<file path="src/rtl/ttfir_pkg.sv">
// -----------------------------------------------------------------------------
// ttfir_pkg
//   Shared definitions for the FIR chain and its integrate-and-dump decimator:
//   default datapath widths, the decimator FSM state type and a helper that
//   sizes the decimator accumulator.
//
//   Contents:
//     BW_IN        FIR input sample width
//     BW_FIR_OUT   FIR output sample width (decimator input width)
//     DECIM_LOG2   log2 of the default decimation factor
//     decim_state_e  {ACCUM, DUMP}
//     acc_width()    accumulator width that holds D full-scale samples exactly
// -----------------------------------------------------------------------------
package ttfir_pkg;

   localparam int BW_IN      = 6;
   localparam int BW_FIR_OUT = 8;
   localparam int DECIM_LOG2 = 2;

   // ACCUM: window still collecting samples.
   // DUMP : the next accepted sample closes the window.
   typedef enum logic {
      ACCUM = 1'b0,
      DUMP  = 1'b1
   } decim_state_e;

   // D samples of a bw_in-bit signed value need exactly decim_log2 extra bits:
   // D * -2^(bw_in-1) = -2^(bw_in+decim_log2-1) is the most negative sum.
   function automatic int acc_width(input int bw_in, input int decim_log2);
      return bw_in + decim_log2;
   endfunction

endpackage

</file>
<file path="src/rtl/fir_decim_round_sat.sv">
// -----------------------------------------------------------------------------
// fir_decim_round_sat
//   Combinational rescale of a window sum from BW_ACC to BW_OUT bits:
//   arithmetic right shift by SH = BW_ACC - BW_OUT, optional round-half-up,
//   then clamp to the signed BW_OUT range.
//
//   Build option:
//     FIR_DECIM_ROUND_EN  defined   -> add 2^(SH-1) before the shift
//                         undefined -> plain truncation toward -inf
//     With SH = 0 the option has no effect.
//
//   Ports:
//     i_sum  in   BW_ACC  signed window sum
//     o_y    out  BW_OUT  signed rescaled, saturated sample
// -----------------------------------------------------------------------------
module fir_decim_round_sat #(
   parameter int BW_ACC = 10,
   parameter int BW_OUT = 8
) (
   input  logic signed [BW_ACC-1:0] i_sum,
   output logic signed [BW_OUT-1:0] o_y
);

   localparam int SH     = BW_ACC - BW_OUT;
   // One guard bit so the rounding bias can never wrap the sum.
   localparam int BW_EXT = BW_ACC + 1;

   localparam int Y_MAX_I = (1 << (BW_OUT - 1)) - 1;
   localparam int Y_MIN_I = -Y_MAX_I - 1;

   localparam logic signed [BW_EXT-1:0] Y_MAX_EXT = BW_EXT'(Y_MAX_I);
   localparam logic signed [BW_EXT-1:0] Y_MIN_EXT = BW_EXT'(Y_MIN_I);
   localparam logic signed [BW_OUT-1:0] Y_MAX_OUT = BW_OUT'(Y_MAX_I);
   localparam logic signed [BW_OUT-1:0] Y_MIN_OUT = BW_OUT'(Y_MIN_I);

   logic signed [BW_EXT-1:0] w_ext;
   logic signed [BW_EXT-1:0] w_shifted;

   assign w_ext = {i_sum[BW_ACC-1], i_sum};

   generate
      if (SH > 0) begin : g_shift
         logic signed [BW_EXT-1:0] w_biased;
`ifdef FIR_DECIM_ROUND_EN
         localparam logic signed [BW_EXT-1:0] ROUND_BIAS = BW_EXT'(1) << (SH - 1);
         assign w_biased = w_ext + ROUND_BIAS;
`else
         assign w_biased = w_ext;
`endif
         assign w_shifted = w_biased >>> SH;
      end else begin : g_pass
         assign w_shifted = w_ext;
      end
   endgenerate

   // Clamp is kept even where the range cannot overflow; it costs nothing
   // when the comparisons are constant-false and protects narrow BW_OUT.
   always_comb begin
      // NOTE: assign a default first so every path drives o_y and no latch
      // is inferred.
      o_y = w_shifted[BW_OUT-1:0];
      if (w_shifted > Y_MAX_EXT) begin
         o_y = Y_MAX_OUT;
      end else if (w_shifted < Y_MIN_EXT) begin
         o_y = Y_MIN_OUT;
      end
   end

endmodule

</file>
<file path="src/rtl/fir_decimator.sv">
// -----------------------------------------------------------------------------
// fir_decimator
//   Integrate-and-dump decimator placed after the FIR stage. Sums
//   D = 2^DECIM_LOG2 accepted samples, then emits one rescaled, saturated
//   sample with a one-cycle strobe. The window closes without a bubble: the
//   first sample of the next window is accepted in the very next cycle.
//
//   Build option: FIR_DECIM_ROUND_EN selects round-half-up instead of
//   truncation in the output rescale (see fir_decim_round_sat).
//
//   Ports:
//     clk      in   1       system clock, rising edge
//     rst_n    in   1       asynchronous reset, active-low
//     x_in     in   BW_in   signed FIR sample
//     x_valid  in   1       x_in accepted this cycle
//     restart  in   1       synchronous window restart (beats a pending dump)
//     y_out    out  BW_out  signed decimated sample, held between strobes
//     y_valid  out  1       one-cycle strobe, y_out updated this cycle
// -----------------------------------------------------------------------------
module fir_decimator #(
   parameter int BW_in      = ttfir_pkg::BW_FIR_OUT,
   parameter int DECIM_LOG2 = ttfir_pkg::DECIM_LOG2,
   parameter int BW_out     = ttfir_pkg::BW_FIR_OUT
) (
   input  logic                     clk,
   input  logic                     rst_n,
   input  logic signed [BW_in-1:0]  x_in,
   input  logic                     x_valid,
   input  logic                     restart,
   output logic signed [BW_out-1:0] y_out,
   output logic                     y_valid
);

   import ttfir_pkg::*;

   localparam int BW_ACC = acc_width(BW_in, DECIM_LOG2);
   localparam int D      = 1 << DECIM_LOG2;

   localparam logic [DECIM_LOG2-1:0] PHASE_ONE  = DECIM_LOG2'(1);
   localparam logic [DECIM_LOG2-1:0] PHASE_PRE  = DECIM_LOG2'(D - 2);
   localparam logic [DECIM_LOG2-1:0] PHASE_LAST = DECIM_LOG2'(D - 1);

   // After a restart with a valid sample the window already holds one
   // sample; for D = 2 that sample leaves only the closing one to go.
   localparam decim_state_e RESTART_STATE = (PHASE_ONE == PHASE_LAST) ? DUMP : ACCUM;

   decim_state_e             r_state;
   logic [DECIM_LOG2-1:0]    r_phase;
   logic signed [BW_ACC-1:0] r_acc;
   logic signed [BW_out-1:0] r_y_out;
   logic                     r_y_valid;

   logic signed [BW_ACC-1:0] w_x_ext;
   logic signed [BW_ACC-1:0] w_sum;
   logic signed [BW_out-1:0] w_y_rs;

   assign w_x_ext = {{DECIM_LOG2{x_in[BW_in-1]}}, x_in};
   assign w_sum   = r_acc + w_x_ext;

   fir_decim_round_sat #(
      .BW_ACC (BW_ACC),
      .BW_OUT (BW_out)
   ) u_round_sat (
      .i_sum (w_sum),
      .o_y   (w_y_rs)
   );

   // r_state is DUMP exactly when r_phase == D-1; it names the closing step
   // so the dump branch does not re-decode the phase counter.
   always_ff @(posedge clk or negedge rst_n) begin
      if (!rst_n) begin
         r_state   <= ACCUM;
         r_phase   <= '0;
         r_acc     <= '0;
         r_y_out   <= '0;
         r_y_valid <= 1'b0;
      end else begin
         // NOTE: non-blocking assignments for all state so every register
         // samples pre-edge values regardless of statement order.
         r_y_valid <= 1'b0;
         if (restart) begin
            if (x_valid) begin
               r_acc   <= w_x_ext;
               r_phase <= PHASE_ONE;
               r_state <= RESTART_STATE;
            end else begin
               r_acc   <= '0;
               r_phase <= '0;
               r_state <= ACCUM;
            end
         end else if (x_valid) begin
            case (r_state)
               ACCUM: begin
                  r_acc   <= w_sum;
                  r_phase <= r_phase + PHASE_ONE;
                  if (r_phase == PHASE_PRE) begin
                     r_state <= DUMP;
                  end
               end
               DUMP: begin
                  r_y_out   <= w_y_rs;
                  r_y_valid <= 1'b1;
                  r_acc     <= '0;
                  r_phase   <= '0;
                  r_state   <= ACCUM;
               end
               default: begin
                  r_state <= ACCUM;
               end
            endcase
         end
      end
   end

   assign y_out   = r_y_out;
   assign y_valid = r_y_valid;

endmodule
</file>
<file path="config.mk">
export PLATFORM = sky130hd
export DESIGN_NAME = fir_decimator
export DESIGN_NICKNAME = d
export VERILOG_FILES = /design/src/rtl/ttfir_pkg.sv /design/src/rtl/fir_decim_round_sat.sv /design/src/rtl/fir_decimator.sv
export SDC_FILE = /design/constraint.sdc
export NUM_CORES = 1
export LEC_CHECK = 0
export BUFFER_PORTS_ARGS = -buffer_cell sky130_fd_sc_hd__buf_4
export CAP_MARGIN = 15
export CORE_AREA = 2 2 49 51
export CTS_BUF_LIST = sky130_fd_sc_hd__clkbuf_8
export CTS_CLUSTER_DIAMETER = 150
export DETAILED_ROUTE_END_ITERATION = 7
export DIE_AREA = 0 0 51 53
export PLACE_DENSITY = 0.82
export SLEW_MARGIN = 10
export SYNTH_ARGS = -nofsm -noshare
export SYNTH_HDL_FRONTEND = slang
export SYNTH_SLANG_ARGS = --single-unit
</file>
<file path="constraint.sdc">
create_clock -name clk -period 4.6 [get_ports clk]
set_input_delay 0.92 -clock clk [delete_from_list [all_inputs] [get_ports clk]]
set_output_delay 0.92 -clock clk [all_outputs]
set_load 0.1 [all_outputs]
</file>
==> flow_summary.yaml, run 1 <==
placed_design:
  io_buffers: 20
  gp_congestion: 0.870
  place_area_mm2: 0.00146
  hpwl_mm: 2.03
finish:
  design_area_mm2: 0.00150
  regArea_um2: 551
  finalCoreUtilization_pct: 69.7
  diodes: 0
  multiInputGateArea_um2: 713
  final_net_count: 177
  mostFrequentLayoutCells: "dfrtp_1, buf_4, o21ai_1, nand2_1, ha_1"
  drive_gt1_share_pct: 17.8
  layout_commonest_cell: "dfrtp_1"
  nFillCells: 171
  areaGrowthSynthToFinish_pct: 15.7
synth:
  synth_compound_area_share_pct: 20.9
  syn_nets: 157
  synth_top_family_by_area: "compound AO/OA/AOI/OAI gates"
  yosys.area_share.adder_pct: 11.2
  ys_types: 35
  syn_inst: 134
  async_reset_ff_share_pct: 100
  synth_xor_xnor_area_share_pct: 6.09
  synth-seq-cells: 22
  synth_area_mm2: 0.00129
  synth-simple-area-share_pct: 13.7
  synth_mux_area_share_pct: 3.19
  ys.flop_type: "dfrtp_1"
  synth_warnings: 0
  synth_edf_count: 0
  yosysSeqAreaShare_pct: 42.5
  avgSynthCellArea_um2: 9.66
timing:
  setup_viol: 0
  drv_slew: 0
  max_freq_ghz: 0.402
  fin_crit_sh_pct: 54.0
  hold_violations: 0
  setup_tns_ns: 0
  finClkSkew_ns: 0.00595
  final.hold.worst_slack_ns: 0.483
  period_minus_slack_ns: 2.48
  maxSlewHeadroom_pct: 47.0
  worst_pin_slew_ns: 0.793
  rsz0062_at_grt: "false"
floorplan:
  start_util_pct: 60.3
  dieArea_mm2: 0.00270
  rows: 17
  coreArea_mm2: 0.00215
  die_w_um: 51
  die_y_um: 53
  pin_count: 21
worst_setup_path:
  crit_type: "input port to register"
  start_kind: "input port"
  critPathMaxFanout: 3
  cp.required_ns: 4.74
  endpoint: "r_acc[8]"
  crit_path_start: "x_in[0]"
  cp-end-kind: "register"
  rrSetupSlack_ns: 2.51
  reg2reg_from: "r_acc[0]"
  crit_arrival_ns: 2.63
  r2r_cells: 7
  timing.rr.end: "r_acc[8]"
detailed_routing:
  first_pass_iters: 4
  via_count: 1079
  ant_nets: 0
  wl_mm: 2.88
  wire_per_inst_um: 16.0
  vias_per_cell: 5.99
  drc: 0
  drtIter0Drc: 18
job:
  maxCapViolCount: 0
cts:
  cts.clk_slew.worst_paths_ns: 0.08
  cts_root_buf: "clkbuf_8"
  ctsHoldBuffers: 0
  cts.sinks: 22
  clk_latency_ns: 0.26
  cts_buffers: 3
  htree_levels: 1
  post_cts_buffers: 0
  cts_tree: "done"
  cts_resized: 0
  clock_path_buffers: 2
pwr:
  ir_worst_vdd_uv: 272
  p_per_area_mw_per_mm2: 501
  leakagePower_uw: 0.000734
global_routing:
  grt_max_degree: 23
  grt_overflow: 0
  antenna_found_initial: 0
  grt_pass1_wl_mm: 5.05
  gr-usage-all-layers_pct: 25.2
  grt_pass1_vias: 1115
min_path:
  hold_path_class: "register to register"
status:
  status: "completed"
-- worst max-delay path, stage by stage --
cell and delay [ns]:
buf_4 0.11, ha_1 0.22, fa_1 0.41, a21o_1 0.22, a311oi_1 0.31, o21ai_1 0.13
xnor2_1 0.20, o21ai_1 0.10
-- per-layer routing --
layer | vias to the layer above | track usage [%] | wire length [um]
li1 | 520 | - | -
met1 | 520 | 30.8 | 1280
met2 | 30 | 43.7 | 1420
met3 | 9 | 3.11 | 93
met4 | 0 | 13.1 | 82
met5 | - | 0 | 0
-- per-stage QoR --
stage	instances	power (uW)	setup WS, ns
after floorplan	134	544	2.17
after global placement	177	614	1.94
after detailed placement	177	626	1.89
after CTS	180	748	2.15
after global routing	180	787	1.96
final	180	750	2.12
-- cells by family after synthesis --
kind of cell	after synthesis
simple gates	37
mux	4
compound gates	44
flops	22
fa+ha+maj	11
buf+inv	7
xor+xnor	9
-- area by class of cell --
type	instances	share of cell area [%]
multi-input cells	105	47.6
repair buffers	20	10.0
inverters	2	0.501
well taps	28	2.34
flip-flops and latches	22	36.8
clock buffers	3	2.76
-- registers in the layout, summed over array words and instances (netlist names) --
signal and count:
r_acc 10, r_phase 2, r_state 1, y_out 8, y_valid 1
-- how the worst min path moves through the flow --
stage | startpoint | endpoint | slack [ns] | cells past startpoint
CTS | y_out[0] | y_out[0] | 0.49 | 2
global route | y_out[4] | y_out[4] | 0.52 | 2
global placement | y_out[0] | y_out[0] | 0.47 | 2
detailed placement | y_out[0] | y_out[0] | 0.47 | 2
floorplan | r_phase[0] | r_phase[0] | 0.47 | 2
finish | y_out[0] | y_out[0] | 0.48 | 2
-- synthesized netlist by cell type (2+ instances only) --
master	instances	area, um^2
dfrtp_1	22	551
nand2_1	16	60.1
o21ai_1	16	80.1
ha_1	10	125
a21oi_1	8	40.0
nor2_1	8	30.0
a22oi_1	6	45.0
xor2_1	6	52.6
buf_2	4	20.0
o21ai_0	4	20.0
mux2i_1	3	30.0
xnor2_1	3	26.3
a21o_1	2	15.0
a22o_1	2	17.5
and2_1	2	12.5
nand2b_1	2	12.5
nand3_1	2	10.0
-- power breakdown --
part | switching (uW) | internal [uW] | leakage, uW
Sequential | 24.5 | 231 | 0.000288
Combinational | 269 | 103 | 0.000425
Clock | 64.1 | 58.6 | 0.0000216
No activity file was read; power rests on OpenSTA's default activity.
==> inputs of run 2 (changes only) <==
Settings changed: CORE_AREA 2 2 49 51 to 2 2 51 53, DIE_AREA 0 0 51 53 to 0 0 53 55, PLACE_DENSITY 0.82 to 0.76.
Clock period 4.6 ns to 2.37 ns, I/O delays scaled along.
==> run 2 against run 1 <==
- clock-buffer cell count increased by 1
- worst hold slack lost 0.39 ns
- global-route usage fell by 4.8 points
- power increased by 96%
- combinational power grew 91%
- sequential share of layout area decreased by 0.75 points
- critical path depth fell by 1
- via count is 3.4% lower
- setup slack worse by 1.8 ns
- largest cell class unchanged
==> flow_summary.yaml, run 2 (synthesis gave the netlist of run 1 again) <==
timing:
  drv_slew: 0
  maxSlewHeadroom_pct: 71.8
  rsz0062_at_grt: "false"
  worst_slack_ns: 0.296
  setup_viol: 0
  hold_violations: 0
  fin_crit_sh_pct: 87.5
  worst_pin_slew_ns: 0.421
  finClkSkew_ns: 0.00195
  max_freq_ghz: 0.482
  setup_tns_ns: 0
  period_minus_slack_ns: 2.07
detailed_routing:
  first_pass_iters: 4
  drc: 0
  via_count: 1042
  ant_nets: 0
  drtIter0Drc: 19
  wire_per_inst_um: 13.7
  wl_mm: 2.54
  vias_per_cell: 5.63
job:
  maxCapViolCount: 0
floorplan:
  start_util_pct: 54.8
  pin_count: 21
  coreArea_mm2: 0.00236
  rows: 18
  die_w_um: 53
  dieArea_mm2: 0.00292
  die_y_um: 55
global_routing:
  grt_pass1_vias: 970
  grt_max_degree: 23
  grt_overflow: 0
  gr-usage-all-layers_pct: 20.4
  antenna_found_initial: 0
  grt_pass1_wl_mm: 4.37
worst_setup_path:
  crit_type: "register to register"
  critPathMaxFanout: 3
  crit_arrival_ns: 2.21
  cp.required_ns: 2.51
  cp-end-kind: "register"
  start_kind: "register"
finish:
  final_net_count: 179
  regMostFlops: "r_acc"
  finalCoreUtilization_pct: 64.7
  largest_reg_flops: 10
  diodes: 0
  nFillCells: 192
  drive_gt1_share_pct: 19.4
  mostFrequentLayoutCells: "buf_4, dfrtp_1, o21ai_1, nand2_1, ha_1"
  areaGrowthSynthToFinish_pct: 18.1
pwr:
  p_per_area_mw_per_mm2: 960
  power_frac_seq_pct: 33.7
  power.net_switching_uw: 670
  clockPowerShare_pct: 18.0
  internal_power_uw: 797
  switching_share_pct: 45.7
  pwr-share-comb_pct: 48.3
  leakagePower_uw: 0.000751
  ir_worst_vdd_uv: 485
cts:
  cts_tree: "done"
  clock_path_buffers: 2
  cts_resized: 0
  cts_buffers: 3
  cts.sinks: 22
  cts_root_buf: "clkbuf_8"
  ctsHoldBuffers: 0
  htree_levels: 1
  post_cts_buffers: 0
  clk_latency_ns: 0.26
  cts.clk_slew.worst_paths_ns: 0.08
placed_design:
  hpwl_mm: 1.94
  gp_congestion: 0.768
  pre_cts_ws_ns: 0.0877
  io_buffers: 20
status:
  status: "completed"
min_path:
  hold_path_class: "input port to async pin"
[run 2: power by group through the flow]
stage               Sequential, uW  Combinational (uW)  Clock [uW]
finish                         495                 709         263
global route                   506                 765         285
CTS                            495                 709         270
detailed placement             501                 707           0
global placement               497                 696           0
floorplan                      784                 271           0
[run 2: final timing paths]
path                            startpoint       end  slack [ns]  cells after the start
worst min register to register    y_out[0]  y_out[0]        0.48                      2
max in group asynchronous            rst_n  y_out[5]        2.05                      1
worst max register to register    r_acc[0]  y_out[6]        0.30                      7
min in group clk                   restart   r_state        0.43                      2
worst min-delay path                 rst_n  y_out[0]        0.09                      1
worst max-delay path              r_acc[0]  y_out[6]        0.30                      7
[run 2: stage by stage]
step                      total power, uW  hold slack (ns)  area [um^2]  cells
after floorplan                      1060            0.178         1290    134
after global placement               1190            0.375         1470    181
after detailed placement             1210            0.381         1470    181
after CTS                            1470           0.0984         1530    185
after global routing                 1560            0.105         1530    185
final                                1470           0.0929         1530    185
[run 2: layout make-up]
| type | instances | area [um^2] | share of cell area, % |
|---|---|---|---|
| Clock buffer | 4 | 55.1 | 3.60 |
| Tap cell | 30 | 37.5 | 2.45 |
| Inverter | 2 | 7.51 | 0.491 |
| Timing Repair Buffer | 22 | 165 | 10.8 |
| Sequential cell | 22 | 551 | 36.0 |
| Multi-Input combinational cell | 105 | 713 | 46.6 |
[run 2: critical path, stage by stage, from the launching register on]
cell	delay, ns
dfrtp_1	0.38
ha_1	0.21
fa_1	0.41
a21o_1	0.21
a311oi_1	0.33
o21ai_1	0.13
xnor2_1	0.20
o21ai_1	0.08
[run 2: layer usage]
metal / wire (um) / vias up / share of wire (%) / track usage, %
met5: 0 / - / 0 / 0
met4: 17 / 0 / 0.67 / 7.26
met2: 1210 / 22 / 48 / 35.4
li1: - / 526 / - / -
met1: 1230 / 491 / 48 / 26.7
met3: 84 / 3 / 3.3 / 1.88
